### src/rtl/shift_sequencer.sv
// shift_sequencer: drives an external universal shift register through load/shift/capture
// to perform multi-bit LSL/LSR/ASR/ROL/ROR. Latency n+3 cycles; one command in flight.
module shift_sequencer #(
  parameter int W  = 8,
  parameter int AW = 4
) (
  input  logic          clk,
  input  logic          reset,
  input  logic          cmd_valid,
  output logic          cmd_ready,
  input  logic [2:0]    cmd_op,
  input  logic [AW-1:0] cmd_amt,
  input  logic [W-1:0]  cmd_data,
  output logic          sr_load_sel,
  output logic          sr_dir_sel,
  output logic          sr_s_in_l,
  output logic          sr_s_in_r,
  output logic [W-1:0]  sr_p_in,
  input  logic [W-1:0]  sr_q,
  output logic          res_valid,
  input  logic          res_ready,
  output logic [W-1:0]  res_data,
  output logic          res_err,
  output logic          busy
);

  localparam int CW = $clog2(W) + 1;

  localparam logic [2:0] OP_LSL = 3'd0;
  localparam logic [2:0] OP_LSR = 3'd1;
  localparam logic [2:0] OP_ASR = 3'd2;
  localparam logic [2:0] OP_ROL = 3'd3;
  localparam logic [2:0] OP_ROR = 3'd4;

  typedef enum logic [2:0] {
    S_IDLE    = 3'd0,
    S_LOAD    = 3'd1,
    S_SHIFT   = 3'd2,
    S_CAPTURE = 3'd3,
    S_DONE    = 3'd4
  } state_t;

  state_t         state_q, state_d;
  logic [2:0]     op_q, op_d;
  logic [W-1:0]   data_q, data_d;
  logic [CW-1:0]  cnt_q, cnt_d;
  logic           err_q, err_d;
  logic [W-1:0]   res_data_q, res_data_d;

  logic [31:0]    amt_ext;
  logic [CW-1:0]  sat_amt;
  logic [CW-1:0]  rot_amt;

  // Plain shifts saturate at W (n=W still fully clears or sign-fills); rotates wrap mod W.
  always_comb begin
    amt_ext = 32'(cmd_amt);
    sat_amt = (amt_ext >= 32'(W)) ? CW'(W) : CW'(amt_ext);
    rot_amt = CW'(amt_ext & 32'(W - 1));
  end

  always_ff @(posedge clk) begin
    if (reset) begin
      state_q    <= S_IDLE;
      op_q       <= 3'd0;
      data_q     <= '0;
      cnt_q      <= '0;
      err_q      <= 1'b0;
      res_data_q <= '0;
    end else begin
      state_q    <= state_d;
      op_q       <= op_d;
      data_q     <= data_d;
      cnt_q      <= cnt_d;
      err_q      <= err_d;
      res_data_q <= res_data_d;
    end
  end

  always_comb begin
    state_d    = state_q;
    op_d       = op_q;
    data_d     = data_q;
    cnt_d      = cnt_q;
    err_d      = err_q;
    res_data_d = res_data_q;
    case (state_q)
      S_IDLE: begin
        if (cmd_valid) begin
          op_d    = cmd_op;
          data_d  = cmd_data;
          err_d   = 1'b0;
          state_d = S_LOAD;
          case (cmd_op)
            OP_LSL, OP_LSR, OP_ASR: cnt_d = sat_amt;
            OP_ROL, OP_ROR:         cnt_d = rot_amt;
            default: begin
              cnt_d = '0;
              err_d = 1'b1;
            end
          endcase
        end
      end
      S_LOAD:  state_d = (cnt_q != '0) ? S_SHIFT : S_CAPTURE;
      S_SHIFT: begin
        cnt_d = cnt_q - CW'(1);
        if (cnt_q == CW'(1)) state_d = S_CAPTURE;
      end
      S_CAPTURE: begin
        res_data_d = sr_q;
        state_d    = S_DONE;
      end
      S_DONE:  if (res_ready) state_d = S_IDLE;
      default: state_d = S_IDLE;
    endcase
  end

  always_comb begin
    cmd_ready   = (state_q == S_IDLE);
    busy        = (state_q != S_IDLE);
    res_valid   = (state_q == S_DONE);
    sr_load_sel = 1'b0;
    sr_dir_sel  = 1'b0;
    sr_s_in_l   = 1'b0;
    sr_s_in_r   = 1'b0;
    case (state_q)
      S_LOAD:  sr_load_sel = 1'b1;
      S_SHIFT: begin
        case (op_q)
          OP_LSR: sr_dir_sel = 1'b1;
          OP_ASR: begin
            sr_dir_sel = 1'b1;
            sr_s_in_l  = sr_q[W-1];
          end
          OP_ROL: sr_s_in_r = sr_q[W-1];
          OP_ROR: begin
            sr_dir_sel = 1'b1;
            sr_s_in_l  = sr_q[0];
          end
          default: ;
        endcase
      end
      default: ;
    endcase
  end

  assign sr_p_in  = data_q;
  assign res_data = res_data_q;
  assign res_err  = err_q;

endmodule

### config.mk
export PLATFORM = sky130hd
export DESIGN_NAME = shift_sequencer
export DESIGN_NICKNAME = d
export VERILOG_FILES = /design/src/rtl/shift_sequencer.sv
export SDC_FILE = /design/constraint.sdc
export NUM_CORES = 1
export LEC_CHECK = 0
export CORE_MARGIN = 5
export CORE_UTILIZATION = 39
export CTS_BUF_LIST = sky130_fd_sc_hd__clkbuf_2 sky130_fd_sc_hd__clkbuf_4 sky130_fd_sc_hd__clkbuf_8
export DETAILED_ROUTE_END_ITERATION = 16
export HOLD_SLACK_MARGIN = 0.02
export MAX_ROUTING_LAYER = met4
export PLACE_DENSITY = 0.77
export SLEW_MARGIN = 15
export SYNTH_ARGS = -nofsm -noshare
export SYNTH_HDL_FRONTEND = slang
export SYNTH_SLANG_ARGS = --single-unit
### constraint.sdc
create_clock -name clk -period 2 [get_ports clk]
set_clock_uncertainty 0.2 [all_clocks]
set_input_delay 0.2 -clock clk [delete_from_list [all_inputs] [get_ports clk]]
set_output_delay 0.2 -clock clk [all_outputs]
set_load 0.01 [all_outputs]
==> flow_summary.json, run 1 <==
{
  "io_pins": 51,
  "syn-num-nets": 177,
  "relSlewSlack_pct": 63.6,
  "h-tree-depth": 1,
  "crit_arrival_ns": 1.99,
  "drc_errors": 0,
  "rsz0062_at_grt": "false",
  "floorplan.rows": 20,
  "p_per_area_nw_per_um2": 796,
  "clock-sinks": 27,
  "drive_above_1_share_pct": 11.1,
  "grtUsageMet1_pct": 16.5,
  "synth-edff-count": 0,
  "leakage_nw": 0.755,
  "wire_per_inst_um": 12.9,
  "tightest_slew_ns": 0.544,
  "die_area_um2": 4330,
  "grt_overflow": 0,
  "synthArstFlopShare_pct": 0,
  "antenna_found_initial": 0,
  "ys_types": 31,
  "cts_root_buf": "clkbuf_4",
  "drtPass1Iterations": 4,
  "grt_max_degree": 15,
  "min_path_type": "input port to register",
  "endpoint_kind": "register",
  "p_seq_share_pct": 45.4,
  "ys_ff_latch": 27,
  "track_usage_pct": 15.9,
  "internal_power_w": 0.000984,
  "place.detailed.hpwl_mm": 2.55,
  "period_minus_slack_ns": 1.92,
  "nNetsFinal": 230,
  "fin_crit_sh_pct": 96.1,
  "p_sw_share_pct": 32.0,
  "drv_cap": 0,
  "start_util_pct": 40.1,
  "cts_buffers": 3,
  "antennaDiodeCount": 0,
  "worst-path-max-fanout": 8,
  "timing.final.ws_setup_ns": 0.0771,
  "port_buffers": 50,
  "area_delta_synth_final_pct": 49.6,
  "p_clk_share_pct": 17.1,
  "core-area_um2": 3030,
  "avgSynthCellArea_um2": 8.26,
  "setup_viol": 0,
  "grt_util_met3_pct": 2.72,
  "synth-seq-area-share_pct": 44.5,
  "mostFrequentLayoutCells": "clkdlybuf4s50_1, dfxtp_1, nand2_1, a21oi_1, nor2_1",
  "netlist_instances": 147,
  "status": "finished, final reports clean",
  "critPathKind": "register to register",
  "die_w_um": 65.8,
  "die_y_um": 65.8,
  "pwr-share-comb_pct": 37.5,
  "ant_nets": 0,
  "dp_slack_ns": -0.0517,
  "grt_pass1_vias": 1191,
  "cts_tree": "yes",
  "via_per_inst": 4.87,
  "clock_latency_ns": 0.33,
  "netlist_area_um2": 1210,
  "critPathLaunchType": "register",
  "synth_ff_type": "dfxtp_1",
  "worst_ep_required_time_ns": 2.07,
  "fmax_ghz": 0.520,
  "layout_commonest_cell": "clkdlybuf4s50_1",
  "yosysWarnings": 0,
  "ctsHoldBuffers": 0,
  "grt_pass1_wl_mm": 5.18,
  "holdWs_ns": 0.197,
  "drt_iter0_markers": 59,
  "drt_wl_total_mm": 3.14,
  "ir_worst_vdd_mv": 0.471,
  "total_power_w": 0.00145,
  "top_usage_layer": "met2",
  "finalHoldViolCount": 0,
  "gr-usage-met2_pct": 29.0,
  "vias": 1184,
  "slew_viol_final": 0,
  "clkTransAtPathRegs_ns": 0.14,
  "gp_congestion": 0.812,
  "switchingPower_w": 0.000463,
  "clk_path_buf_depth": 2
}
per-stage QoR:
step | utilization, % | cell area (um^2) | std cells | setup TNS, ns
floorplan | - | 1210 | 147 | 0
global placement | 58.9 | 1780 | 239 | 0
detailed placement | 58.9 | 1780 | 239 | -0.0893
CTS | 59.9 | 1810 | 243 | 0
global route | 60.0 | 1820 | 243 | 0
finish | 60.0 | 1820 | 243 | 0
logic make-up after synthesis:
family | after synthesis | synth area share [%]
mux | 9 | 7.52
flops | 27 | 44.5
fa+ha+maj | 3 | 3.09
xor+xnor | 1 | 0.721
compound gates | 27 | 12.3
simple gates | 65 | 26.5
buf+inv | 15 | 5.46
registers in the layout, indices dropped and copies added, names as in the netlist:
signal / count
cnt_q: 4
res_data: 8
sr_p_in: 8
op_q: 3
state_q: 3
res_err: 1
cells in the mapped netlist, drive strengths merged, types with 2 or more instances:
library cell,count,area (um^2)
nand3b,5,37.5
a211oi,2,15.0
o21ai,3,15.0
mux2i,8,80.1
nand2b,2,12.5
inv,5,18.8
nor3,3,15.0
or3,2,12.5
buf,3,21.3
nand3,5,25.0
ha,3,37.5
dfxtp,27,541
nor2,15,56.3
a21oi,20,104
nand2,24,90.1
clkbuf,7,26.3
area by class of cell:
class | count | area (um^2)
fillers | 291 | 1210
multi-input cells | 105 | 622
repair buffers | 58 | 552
flip-flops and latches | 27 | 541
well taps | 44 | 55.1
clock buffers | 4 | 30.0
inverters | 5 | 18.8
power groups by stage:
stage / combinational [W] / clock [W] / sequential, W
4_1_cts: 0.000546 / 0.000256 / 0.000657
3_5_place_dp: 0.000557 / 0 / 0.000669
5_1_grt: 0.000595 / 0.000278 / 0.000671
2_1_floorplan: 0.000298 / 0 / 0.000676
3_3_place_gp: 0.000543 / 0 / 0.000664
6_report: 0.000543 / 0.000247 / 0.000657
critical path, cell delays in order (launching register included):
cell,delay (ns)
dfxtp_1,0.34
buf_4,0.16
or4b_1,0.60
a31oi_1,0.29
nand3_1,0.13
a21oi_1,0.16
timing repair:
item | CTS | global route
pin swaps | 0 | 0
endpoints found under the setup margin | 7 | 3
setup buffers | 0 | 0
gates resized for setup | 12 | 5
routing by layer:
metal  part of all wire (%)  vias to the layer above
met4                    1.9                        0
li1                       -                      603
met3                    2.1                        5
met2                     55                       19
met1                     41                      557
met5                      0                        -
path summary, 6_finish.rpt:
path                                  end  depth (start not counted)                    start  slack [ns]
setup / recovery    cnt_q[1]$_SDFFE_PP0P_                          5  state_q[1]$_SDFFE_PP0P_        0.08
hold / removal    sr_p_in[5]$_SDFFE_PP0P_                          3              cmd_data[5]        0.20
setup reg to reg    cnt_q[1]$_SDFFE_PP0P_                          5  state_q[1]$_SDFFE_PP0P_        0.08
hold reg to reg   sr_p_in[7]$_SDFFE_PP0P_                          2  sr_p_in[7]$_SDFFE_PP0P_        0.26
Power figures use the tool's default switching activity.
==> run 2, diff against run 1 <==
--- a/config.mk
+++ b/config.mk
@@ -5,6 +5,8 @@
 export SDC_FILE = /design/constraint.sdc
 export NUM_CORES = 1
 export LEC_CHECK = 0
+export CAP_MARGIN = 20
+export CORE_ASPECT_RATIO = 1.2
 export CORE_MARGIN = 5
 export CORE_UTILIZATION = 39
 export CTS_BUF_LIST = sky130_fd_sc_hd__clkbuf_2 sky130_fd_sc_hd__clkbuf_4 sky130_fd_sc_hd__clkbuf_8
==> flow_summary.json, run 2 (synthesis results as in run 1) <==
{
  "grt_pass1_vias": 1125,
  "via_per_inst": 5.02,
  "hold_depth": 3,
  "antenna_found_initial": 0,
  "place.detailed.hpwl_mm": 2.50,
  "relSlewSlack_pct": 63.1,
  "nNetsFinal": 231,
  "cts_tree": "yes",
  "ctsHoldBuffers": 0,
  "status": "finished, final reports clean",
  "cp_num_cells": 5,
  "drv_cap": 0,
  "layout_commonest_cell": "clkdlybuf4s50_1",
  "drt_iter0_markers": 28,
  "fillers": 288,
  "leakage_nw": 0.751,
  "ant_nets": 0,
  "core-area_um2": 3030,
  "drc_errors": 0,
  "slew_viol_final": 0,
  "crit_slowest_cell": "or3b_4",
  "die_area_um2": 4340,
  "clkTransAtPathRegs_ns": 0.15,
  "vias": 1184,
  "worst_ep_required_time_ns": 2.07,
  "critPathTopFamily": "simple AND/OR/NAND/NOR gates",
  "track_usage_pct": 15.6,
  "clock_latency_ns": 0.32,
  "p_per_area_nw_per_um2": 791,
  "top_layer": "met4",
  "start_util_pct": 40.1,
  "port_buffers": 50,
  "met3_length_um": 128,
  "drt_wl_total_mm": 3.17,
  "period_minus_slack_ns": 1.94,
  "max_stage_delay_ns": 0.42,
  "total_power_w": 0.00145,
  "die_y_um": 71.1,
  "cts_root_buf": "clkbuf_4",
  "cp.buffers_inverters": 1,
  "path_cells": "or3b_4, buf_4, or4_4, o22a_1, a21oi_2",
  "wire_per_inst_um": 13.4,
  "endpoint_kind": "register",
  "clk_path_buf_depth": 2,
  "die_w_um": 61.0,
  "critPathKind": "register to register",
  "h-tree-depth": 1,
  "min_path_type": "input port to register",
  "route.met2.wl_mm": 1.71,
  "area_delta_synth_final_pct": 50.7,
  "mostFrequentLayoutCells": "clkdlybuf4s50_1, dfxtp_1, nand2_1, a21oi_1, nor2_1",
  "cts_buffers": 3,
  "io_pins": 51,
  "drive_above_1_share_pct": 12.0,
  "worst-path-max-fanout": 4,
  "antennaDiodeCount": 0,
  "grt_pass1_wl_mm": 5.01,
  "wl_met1_mm": 1.28,
  "ff2ff_path_depth": 5,
  "fmax_ghz": 0.517,
  "floorplan.rows": 22,
  "gp_congestion": 0.806,
  "ir_worst_vdd_mv": 0.520,
  "drtPass1Iterations": 4,
  "fin_crit_sh_pct": 96.8,
  "clock-sinks": 27,
  "grt_overflow": 0,
  "setup_viol": 0,
  "finalHoldViolCount": 0,
  "crit_arrival_ns": 2.01,
  "holdWs_ns": 0.205,
  "grt_max_degree": 17,
  "tightest_slew_ns": 0.552,
  "critPathLaunchType": "register",
  "rsz0062_at_grt": "false"
}
run 2: final timing paths:
check                            endpoint               startpoint  slack (ns)
setup / recovery    cnt_q[3]$_SDFFE_PP0P_  state_q[0]$_SDFFE_PP0P_        0.06
hold / removal    sr_p_in[6]$_SDFFE_PP0P_              cmd_data[6]        0.20
setup reg to reg    cnt_q[3]$_SDFFE_PP0P_  state_q[0]$_SDFFE_PP0P_        0.06
hold reg to reg   sr_p_in[4]$_SDFFE_PP0P_  sr_p_in[4]$_SDFFE_PP0P_        0.26
run 2: report_power, final:
part	total (W)	internal, W	leakage (nW)	switching (W)
Clock	0.000236	0.0000764	0.0139	0.000159
Combinational	0.000557	0.000293	0.517	0.000264
Sequential	0.000655	0.000605	0.220	0.0000498
run 2: final cells by class:
| type | instances | area [um^2] | area share, % |
|---|---|---|---|
| Timing Repair Buffer | 59 | 566 | 30.9 |
| Multi-Input combinational cell | 105 | 631 | 34.4 |
| Clock inverter | 1 | 7.51 | 0.410 |
| Clock buffer | 3 | 22.5 | 1.23 |
| Inverter | 5 | 18.8 | 1.03 |
| Tap cell | 36 | 45.0 | 2.46 |
| Sequential cell | 27 | 541 | 29.5 |
run 2: worst reg2reg max path, stage by stage, from the launching register on:
cell and delay, ns:
dfxtp_1 0.34, or3b_4 0.42, buf_4 0.16, or4_4 0.42
o22a_1 0.22, a21oi_2 0.12
run 2: metal layers:
layer	vias up	GRT usage, %
met1	547	18.4
met5	-	-
met3	4	1.46
met4	0	7.95
met2	30	25.7
li1	603	-
run 2: timing repair:
action / 4_1_cts / 5_1_grt
pin swaps: 0 / 0
gates resized for setup: 15 / 4
setup endpoints to repair: 7 / 4
setup buffers: 0 / 0
cloned: 0 / 0
run 2: stage by stage:
step	setup slack (ns)	util (%)	TNS, ns	cells	area [um^2]
floorplan	0.0922	-	0	147	1210
global placement	-0.0116	58.8	-0.0116	232	1780
detailed placement	-0.0944	58.8	-0.203	232	1780
CTS	0.0248	59.9	0	236	1810
global route	0.00151	60.5	0	236	1830
finish	0.0649	60.5	0	236	1830
==> run 3, diff against run 2 <==
--- a/config.mk
+++ b/config.mk
@@ -14,6 +14,7 @@
 export HOLD_SLACK_MARGIN = 0.02
 export MAX_ROUTING_LAYER = met4
 export PLACE_DENSITY = 0.77
+export SKIP_CTS_REPAIR_TIMING = 1
 export SLEW_MARGIN = 15
 export SYNTH_ARGS = -nofsm -noshare
 export SYNTH_HDL_FRONTEND = slang
==> flow_summary.json, run 3 (synthesis results as in run 1) <==
{
  "status": "finished, final reports clean",
  "cts_root_buf": "clkbuf_4",
  "max_stage_delay_ns": 0.42,
  "rsz0062_at_grt": "false",
  "fin_util_pct": 61.0,
  "layout_commonest_cell": "clkdlybuf4s50_1",
  "clkTransAtPathRegs_ns": 0.15,
  "ir_worst_vdd_mv": 0.536,
  "worst-path-max-fanout": 4,
  "hold_end": "sr_p_in[6]$_SDFFE_PP0P_",
  "finalHoldViolCount": 0,
  "area_delta_synth_final_pct": 51.9,
  "start_util_pct": 40.1,
  "grt_pass1_vias": 1124,
  "r2r-start": "state_q[0]$_SDFFE_PP0P_",
  "tns_ns": 0,
  "crit_slowest_cell": "or3b_4",
  "crit_arrival_ns": 2.01,
  "nNetsFinal": 231,
  "total_power_w": 0.00146,
  "setup_viol": 0,
  "drc_errors": 0,
  "cts_tree": "yes",
  "grt_overflow": 0,
  "drt_iter0_markers": 23,
  "fin_crit_sh_pct": 96.7,
  "place.detailed.hpwl_mm": 2.50,
  "hold_depth": 3,
  "port_buffers": 50,
  "vias": 1182,
  "floorplan.rows": 22,
  "die_w_um": 61.0,
  "drtPass1Iterations": 4,
  "core-area_um2": 3030,
  "drt_wl_total_mm": 3.17,
  "slew_viol_final": 0,
  "drv_cap": 0,
  "path_cells": "or3b_4, buf_4, or4_4, o22a_1, a21oi_2",
  "fillers": 282,
  "clock_latency_ns": 0.33,
  "via_per_inst": 5.01,
  "clock-sinks": 27,
  "timing.final.ws_setup_ns": 0.0668,
  "ff2ff_path_depth": 5,
  "grt_max_degree": 17,
  "min_path_type": "input port to register",
  "mostFrequentLayoutCells": "clkdlybuf4s50_1, dfxtp_1, nand2_1, a21oi_1, nor2_1",
  "dp_slack_ns": -0.0944,
  "wire_per_inst_um": 13.4,
  "r2r_end": "cnt_q[3]$_SDFFE_PP0P_",
  "gp_congestion": 0.806,
  "leakage_nw": 0.846,
  "clk_path_buf_depth": 2,
  "endpoint_kind": "register",
  "track_usage_pct": 15.5,
  "cts_buffers": 3,
  "r2r_setup_slack_ns": 0.07,
  "hp-start": "cmd_data[6]",
  "drive_above_1_share_pct": 10.5,
  "die_y_um": 71.1,
  "io_pins": 51,
  "holdWs_ns": 0.200,
  "worst_ep_required_time_ns": 2.07,
  "antenna_found_initial": 0,
  "tightest_slew_ns": 0.553,
  "fmax_ghz": 0.517,
  "p_per_area_nw_per_um2": 791,
  "h-tree-depth": 1,
  "relSlewSlack_pct": 63.0,
  "ant_nets": 0,
  "die_area_um2": 4340,
  "critPathLaunchType": "register",
  "grt_pass1_wl_mm": 4.98,
  "critPathKind": "register to register",
  "antennaDiodeCount": 0,
  "period_minus_slack_ns": 1.93
}
==> run 3: per-layer routing <==
metal / up-vias / track usage [%] / share of wire (%)
li1: 603 / - / -
met1: 545 / 18.2 / 40
met2: 30 / 25.7 / 54
met3: 4 / 1.46 / 4.2
met4: 0 / 7.95 / 1.8
met5: - / - / 0
==> run 3: worst max-delay path by stage <==
| stage | cells past startpoint | slack (ns) | end | from |
|---|---|---|---|---|
| 3_3_place_gp | 5 | -0.01 | cnt_q[1]$_SDFFE_PP0P_ | cmd_valid |
| 5_1_grt | 5 | 0.007 | cnt_q[3]$_SDFFE_PP0P_ | state_q[0]$_SDFFE_PP0P_ |
| 2_1_floorplan | 6 | 0.09 | cnt_q[3]$_SDFFE_PP0P_ | state_q[0]$_SDFFE_PP0P_ |
| 3_5_place_dp | 5 | -0.09 | cnt_q[1]$_SDFFE_PP0P_ | cmd_valid |
| 4_1_cts | 3 | -0.34 | sr_s_in_r | state_q[0]$_SDFFE_PP0P_ |
| 6_report | 5 | 0.07 | cnt_q[3]$_SDFFE_PP0P_ | state_q[0]$_SDFFE_PP0P_ |
==> run 3: layout make-up <==
class,instances,area [um^2],share of cell area (%)
repair buffers,59,586,31.7
multi-input cells,105,626,33.9
flip-flops and latches,27,541,29.3
inverters,5,18.8,1.02
clock buffers,3,22.5,1.22
clock inverters,1,7.51,0.407
well taps,36,45.0,2.44
==> run 3: critical path, delay by kind of cell, from the launching register on <==
kind	cells	cell delay [ns]
and+or+nand+nor	2	0.84
buffers and inverters	1	0.15
AOI/OAI and AO/OA	2	0.34
DFF	1	0.34
==> run 3: power by group <==
part	leakage, nW	total, W	internal, W	switching, W
clock	0.0139	0.000239	0.0000764	0.000163
sequential	0.220	0.000655	0.000605	0.0000497
combinational	0.612	0.000567	0.000304	0.000263
total	0.846	0.00146	0.000985	0.000475
==> run 3: metrics by stage <==
step | instances | cell area (um^2)
floorplan | 147 | 1210
global placement | 232 | 1780
detailed placement | 232 | 1780
CTS | 236 | 1810
global route | 236 | 1850
finish | 236 | 1850
